$ cat config.mk
export PLATFORM = sky130hd
export DESIGN_NAME = stream_fifo_v2
export DESIGN_NICKNAME = d
export VERILOG_FILES = /design/src/rtl/stream_fifo_v2.sv
export SDC_FILE = /design/constraint.sdc
export NUM_CORES = 2
export LEC_CHECK = 0
export BUFFER_PORTS_ARGS = -buffer_cell sky130_fd_sc_hd__buf_4
export CAP_MARGIN = 40
export CORE_MARGIN = 1
export CORE_UTILIZATION = 40
export DETAILED_ROUTE_END_ITERATION = 8
export GPL_ROUTABILITY_DRIVEN = 0
export PLACE_DENSITY = 0.54
export SLEW_MARGIN = 0
export SYNTH_ARGS = -nofsm -noshare
export SYNTH_HDL_FRONTEND = slang
export SYNTH_SLANG_ARGS = --single-unit
$ cat constraint.sdc
create_clock -name clk -period 7.4 [get_ports clk]
set_input_delay 1.48 -clock clk [delete_from_list [all_inputs] [get_ports clk]]
set_output_delay 1.48 -clock clk [all_outputs]
set_load 0.01 [all_outputs]
$ cat src/rtl/stream_fifo_v2.sv
// Stream FIFO: DEPTH-entry memory followed by a registered output stage,
// giving DEPTH+1 words of capacity with level and almost-full/empty flags.
module stream_fifo_v2 #(
    parameter int W         = 16,
    parameter int LGFLEN    = 7,
    parameter int AF_THRESH = (2 ** LGFLEN) - 4,
    parameter int AE_THRESH = 2
) (
    input  logic              clk,
    input  logic              rst,
    input  logic              flush,
    input  logic [W-1:0]      s_data,
    input  logic              s_valid,
    output logic              s_ready,
    output logic [W-1:0]      m_data,
    output logic              m_valid,
    input  logic              m_ready,
    output logic [LGFLEN:0]   level,
    output logic              almost_full,
    output logic              almost_empty
);

    localparam int DEPTH = 2 ** LGFLEN;
    localparam logic [LGFLEN:0]   FULL_CNT = (LGFLEN + 1)'(DEPTH);
    localparam logic [LGFLEN:0]   AF_LVL   = (LGFLEN + 1)'(AF_THRESH);
    localparam logic [LGFLEN:0]   AE_LVL   = (LGFLEN + 1)'(AE_THRESH);
    localparam logic [LGFLEN-1:0] PTR_ONE  = {{(LGFLEN - 1){1'b0}}, 1'b1};
    localparam logic [LGFLEN:0]   CNT_ONE  = {{LGFLEN{1'b0}}, 1'b1};

    logic [W-1:0]      r_mem [DEPTH];
    logic [LGFLEN-1:0] r_wr_ptr;
    logic [LGFLEN-1:0] r_rd_ptr;
    logic [LGFLEN:0]   r_mem_count;
    logic [W-1:0]      r_m_data;
    logic              r_m_valid;

    logic w_push;
    logic w_load;

    // s_ready deliberately ignores m_ready: a full memory blocks pushes even on a pop cycle.
    assign s_ready = (r_mem_count != FULL_CNT) && !flush;
    assign w_push  = s_valid && s_ready;
    assign w_load  = (!r_m_valid || m_ready) && (r_mem_count != '0);

    // Memory has no reset; only pointers and flags are cleared.
    always_ff @(posedge clk) begin
        if (w_push) begin
            r_mem[r_wr_ptr] <= s_data;
        end
    end

    always_ff @(posedge clk or posedge rst) begin
        if (rst) begin
            r_wr_ptr    <= '0;
            r_mem_count <= '0;
        end else if (flush) begin
            r_wr_ptr    <= '0;
            r_mem_count <= '0;
        end else begin
            if (w_push) begin
                r_wr_ptr <= r_wr_ptr + PTR_ONE;
            end
            if (w_push && !w_load) begin
                r_mem_count <= r_mem_count + CNT_ONE;
            end else if (!w_push && w_load) begin
                r_mem_count <= r_mem_count - CNT_ONE;
            end
        end
    end

    always_ff @(posedge clk or posedge rst) begin
        if (rst) begin
            r_rd_ptr  <= '0;
            r_m_data  <= '0;
            r_m_valid <= 1'b0;
        end else if (flush) begin
            r_rd_ptr  <= '0;
            r_m_valid <= 1'b0;
        end else if (w_load) begin
            r_m_data  <= r_mem[r_rd_ptr];
            r_m_valid <= 1'b1;
            r_rd_ptr  <= r_rd_ptr + PTR_ONE;
        end else if (r_m_valid && m_ready) begin
            r_m_valid <= 1'b0;
        end
    end

    assign m_data       = r_m_data;
    assign m_valid      = r_m_valid;
    assign level        = r_mem_count + {{LGFLEN{1'b0}}, r_m_valid};
    assign almost_full  = (level >= AF_LVL);
    assign almost_empty = (level <= AE_LVL);

endmodule

==> metrics.txt <==
# TYPE chip_impl_metric gauge
chip_impl_metric{name="floorplan.initialDensity",unit="%"} 40.4
chip_impl_metric{name="cts.repair.resized",unit=""} 0
chip_impl_info{name="setup.worst_path.start_class",value="flop"} 1
chip_impl_metric{name="edff_count_synth",unit=""} 2048
chip_impl_metric{name="wire_per_inst",unit="um"} 32.4
chip_impl_metric{name="detailroute.wirelength.met2",unit="um"} 110000
chip_impl_metric{name="ys_warn_count",unit=""} 0
chip_impl_metric{name="pre_cts_slack",unit="ns"} 2.46
chip_impl_metric{name="synthArstFlopShare",unit="%"} 1.87
chip_impl_metric{name="wl_met3",unit="um"} 16900
chip_impl_metric{name="layout.nets",unit=""} 4196
chip_impl_metric{name="post-route-min-period",unit="ns"} 4.36
chip_impl_info{name="synth-main-ff-cell",value="sky130_fd_sc_hd__edfxtp_1"} 1
chip_impl_info{name="layout_commonest_cell",value="sky130_fd_sc_hd__edfxtp_1"} 1
chip_impl_metric{name="worstMarginPinSlew",unit="ns"} 0.958
chip_impl_metric{name="clkSlewWorstSetupHoldPaths",unit="ns"} 0.06
chip_impl_metric{name="static-leakage-power",unit="nW"} 28.5
chip_impl_metric{name="synth.lib_cells_used.distinct",unit=""} 77
chip_impl_metric{name="peak_supply_drop",unit="V"} 0.000239
chip_impl_metric{name="synth_nets",unit=""} 3918
chip_impl_metric{name="area_of_the_core",unit="um2"} 203000
chip_impl_info{name="hold_class",value="flop to flop"} 1
chip_impl_metric{name="finalWorstSetupSlack",unit="ns"} 3.04
chip_impl_metric{name="drv_slew",unit=""} 0
chip_impl_metric{name="cts.repair_timing.setup_buffer_count",unit=""} 0
chip_impl_metric{name="synthesis.instances",unit=""} 3886
chip_impl_metric{name="portion_of_the_post_synthesis_area_used_by_sequential_elements",unit="%"} 76.4
chip_impl_info{name="most-common-layout-cells",value="2048 x sky130_fd_sc_hd__edfxtp_1, 413 x sky130_fd_sc_hd__mux4_2, 276 x sky130_fd_sc_hd__mux2i_1"} 1
chip_impl_metric{name="floorplan.rows",unit=""} 165
chip_impl_metric{name="setup_skew",unit="ns"} 0.0510
chip_impl_metric{name="req_time_crit_path",unit="ns"} 8.11
chip_impl_metric{name="finalSetupViolCount",unit=""} 0
chip_impl_metric{name="cts.htree.levels",unit=""} 4
chip_impl_metric{name="netlist_area",unit="um2"} 81800
chip_impl_metric{name="post-place-cells",unit=""} 6622
chip_impl_metric{name="mean_cell_area_of_the_mapped_netlist",unit="um2"} 21.1
chip_impl_metric{name="fin_crit_sh",unit="%"} 59.0
chip_impl_metric{name="detailedPlacementHpwl",unit="um"} 139000
chip_impl_metric{name="detail_route.wirelength",unit="um"} 227000
chip_impl_info{name="maxUsedRoutingLayer",value="met5"} 1
chip_impl_metric{name="highest_clock_rate",unit="MHz"} 229
chip_impl_metric{name="timing.critical_path.arrival",unit="ns"} 5.08
chip_impl_metric{name="clkLatencyLatePin",unit="ns"} 0.86
chip_impl_metric{name="timing_hold_violations_final",unit=""} 0
chip_impl_metric{name="powerDensity",unit="nW/um2"} 330
chip_impl_metric{name="gr-usage-all-layers",unit="%"} 21.9
chip_impl_metric{name="grt_remaining_overflow",unit=""} 0
chip_impl_metric{name="maximum_number_of_pins_on_one_net_before_global_route_repair",unit=""} 94
chip_impl_metric{name="clk_path_buf_depth",unit=""} 3
chip_impl_metric{name="cts_sinks",unit=""} 2087
chip_impl_metric{name="cts_made_buffers",unit=""} 212
chip_impl_metric{name="drt-vias-per-instance",unit=""} 5.77
chip_impl_metric{name="route.detailed.drc",unit=""} 0
chip_impl_metric{name="drt_pre_antenna_iters",unit=""} 5
chip_impl_metric{name="stdcell_count",unit=""} 7023
chip_impl_info{name="synthDominantAreaCellType",value="sky130_fd_sc_hd__edfxtp_1"} 1
chip_impl_metric{name="die_y",unit="um"} 454
chip_impl_metric{name="slew_headroom",unit="%"} 36.1
chip_impl_info{name="category_of_the_most_critical_setup_path",value="flop to flop"} 1
chip_impl_metric{name="final_layout_size_suffix_gt1_share",unit="%"} 25.2
chip_impl_metric{name="worst-r2r-setup-slack",unit="ns"} 3.04
chip_impl_metric{name="met1_length",unit="um"} 95200
chip_impl_metric{name="drt_iter0_markers",unit=""} 4666
chip_impl_info{name="clock_root_buffer",value="sky130_fd_sc_hd__clkbuf_16"} 1
chip_impl_info{name="rsz0062_at_grt",value="no"} 1
chip_impl_metric{name="totalPowerFinal",unit="mW"} 30.8
chip_impl_info{name="ys_top_cells_by_area",value="sky130_fd_sc_hd__edfxtp_1 75%, sky130_fd_sc_hd__mux4_2 11%, sky130_fd_sc_hd__mux2i_1 3.4%"} 1
chip_impl_metric{name="netlist.area_leader.share",unit="%"} 75.2
chip_impl_metric{name="io-pin-count",unit=""} 49
chip_impl_metric{name="critPathMaxFanout",unit=""} 30
chip_impl_info{name="setup.worst_path.end_class",value="flop"} 1
chip_impl_info{name="run_status",value="complete, no violations"} 1
chip_impl_metric{name="port-buffer-count",unit=""} 48
chip_impl_metric{name="final_util",unit="%"} 45.9
chip_impl_metric{name="antenna_found_initial",unit=""} 12
chip_impl_metric{name="final.setup.tns",unit="ns"} 0
chip_impl_metric{name="num_vias",unit=""} 40500
chip_impl_metric{name="antenna_nets_post_route",unit=""} 0
chip_impl_metric{name="hold_buffer_count_at_cts",unit=""} 0
chip_impl_info{name="cts_tree",value="done"} 1
chip_impl_metric{name="grt_first_pass_wirelength",unit="um"} 317000
chip_impl_metric{name="die_area",unit="um2"} 206000
chip_impl_metric{name="syn2layout_area_growth",unit="%"} 13.8
chip_impl_metric{name="vias_in_the_first_global_route",unit=""} 40200
chip_impl_metric{name="max-cap-violations",unit=""} 0
chip_impl_metric{name="die_x",unit="um"} 454
chip_impl_metric{name="postSynthRegisterBits",unit=""} 2087
-- logic make-up after synthesis --
group	share of synthesized area (%)
DFF	76.4
muxes	15.1
and+or+nand+nor	2.70
AOI/OAI and AO/OA	3.28
buffers and inverters	2.15
xor gates and xnor gates	0.214
adders and majority gates	0.177
-- path summary, 6_finish.rpt --
kind                          endpoint  cells past startpoint        start
max in group asynchronous  r_rd_ptr[2]                      3          rst
min reg2reg                 m_data[10]                      2   m_data[10]
max                         m_data[13]                      9  r_rd_ptr[2]
min                         m_data[10]                      2   m_data[10]
min in group asynchronous      m_valid                      3          rst
max reg2reg                 m_data[13]                      9  r_rd_ptr[2]
-- registers in the layout, summed over array words and instances, names as in the netlist --
register	flops
m_data	16
m_valid	1
r_mem	2048
r_mem_count	8
r_rd_ptr	7
r_wr_ptr	7
-- layout make-up --
| cell class | count | area (um2) |
|---|---|---|
| Antenna cell | 4 | 10.0 |
| Clock inverter | 139 | 1400 |
| Fill cell | 17000 | 110000 |
| Multi-Input combinational cell | 1562 | 17700 |
| Inverter | 9 | 33.8 |
| Clock buffer | 258 | 5500 |
| Sequential cell | 2087 | 62500 |
| Timing Repair Buffer | 292 | 2680 |
| Tap cell | 2672 | 3340 |
-- power by group --
part | internal (mW) | total (mW) | switching, mW
Combinational | 2.91 | 6.82 | 3.92
Clock | 5.98 | 10.6 | 4.65
Sequential | 13.1 | 13.3 | 0.239
Total | 21.9 | 30.8 | 8.81
-- per-layer routing --
metal / vias to the layer above / track usage [%]
met5: - / 0
met4: 4 / 5.36
met3: 282 / 3.95
met2: 1528 / 35.4
met1: 21900 / 30.8
li1: 16800 / -
-- critical path, cell delays in order (launching register included) --
cell	delay [ns]
sky130_fd_sc_hd__dfrtp_4	0.74
sky130_fd_sc_hd__buf_4	0.39
sky130_fd_sc_hd__and2b_2	0.85
sky130_fd_sc_hd__buf_4	0.56
sky130_fd_sc_hd__a221oi_1	0.26
sky130_fd_sc_hd__a22oi_1	0.38
sky130_fd_sc_hd__nor2_1	0.13
sky130_fd_sc_hd__or4_1	0.59
sky130_fd_sc_hd__a21oi_1	0.23
sky130_fd_sc_hd__nor3_2	0.05
-- cells in the mapped netlist (9+ instances only) --
master / instances
sky130_fd_sc_hd__clkbuf_8: 9
sky130_fd_sc_hd__nor2b_1: 19
sky130_fd_sc_hd__buf_2: 66
sky130_fd_sc_hd__o21ai_1: 10
sky130_fd_sc_hd__o22ai_1: 44
sky130_fd_sc_hd__dfrtp_1: 39
sky130_fd_sc_hd__mux2i_1: 276
sky130_fd_sc_hd__nand2_1: 55
sky130_fd_sc_hd__a22oi_1: 35
sky130_fd_sc_hd__mux4_2: 413
sky130_fd_sc_hd__buf_1: 11
sky130_fd_sc_hd__buf_8: 15
sky130_fd_sc_hd__nand3_1: 58
sky130_fd_sc_hd__o21ai_0: 17
sky130_fd_sc_hd__a221oi_1: 19
sky130_fd_sc_hd__nand2b_1: 24
sky130_fd_sc_hd__a21oi_1: 74
sky130_fd_sc_hd__buf_12: 18
sky130_fd_sc_hd__a211oi_1: 37
sky130_fd_sc_hd__xor2_1: 12
sky130_fd_sc_hd__nor2_1: 209
sky130_fd_sc_hd__buf_4: 20
sky130_fd_sc_hd__a31oi_1: 9
sky130_fd_sc_hd__edfxtp_1: 2048
sky130_fd_sc_hd__buf_6: 16
sky130_fd_sc_hd__nor3_1: 43
sky130_fd_sc_hd__o221ai_1: 25
sky130_fd_sc_hd__ha_1: 10
sky130_fd_sc_hd__nor4_1: 11
sky130_fd_sc_hd__a2111oi_2: 11
sky130_fd_sc_hd__a221oi_2: 22
sky130_fd_sc_hd__mux2_2: 14
sky130_fd_sc_hd__clkbuf_1: 70
sky130_fd_sc_hd__nand4_1: 13
-- through the flow --
step | hold slack [ns] | cell area [um2]
2_1_floorplan | 0.515 | 81800
3_3_place_gp | 0.570 | 85500
3_5_place_dp | 0.580 | 86200
4_1_cts | 0.588 | 93100
5_1_grt | 0.616 | 93100
6_report | 0.588 | 93100
Power figures use the tool's default switching activity.
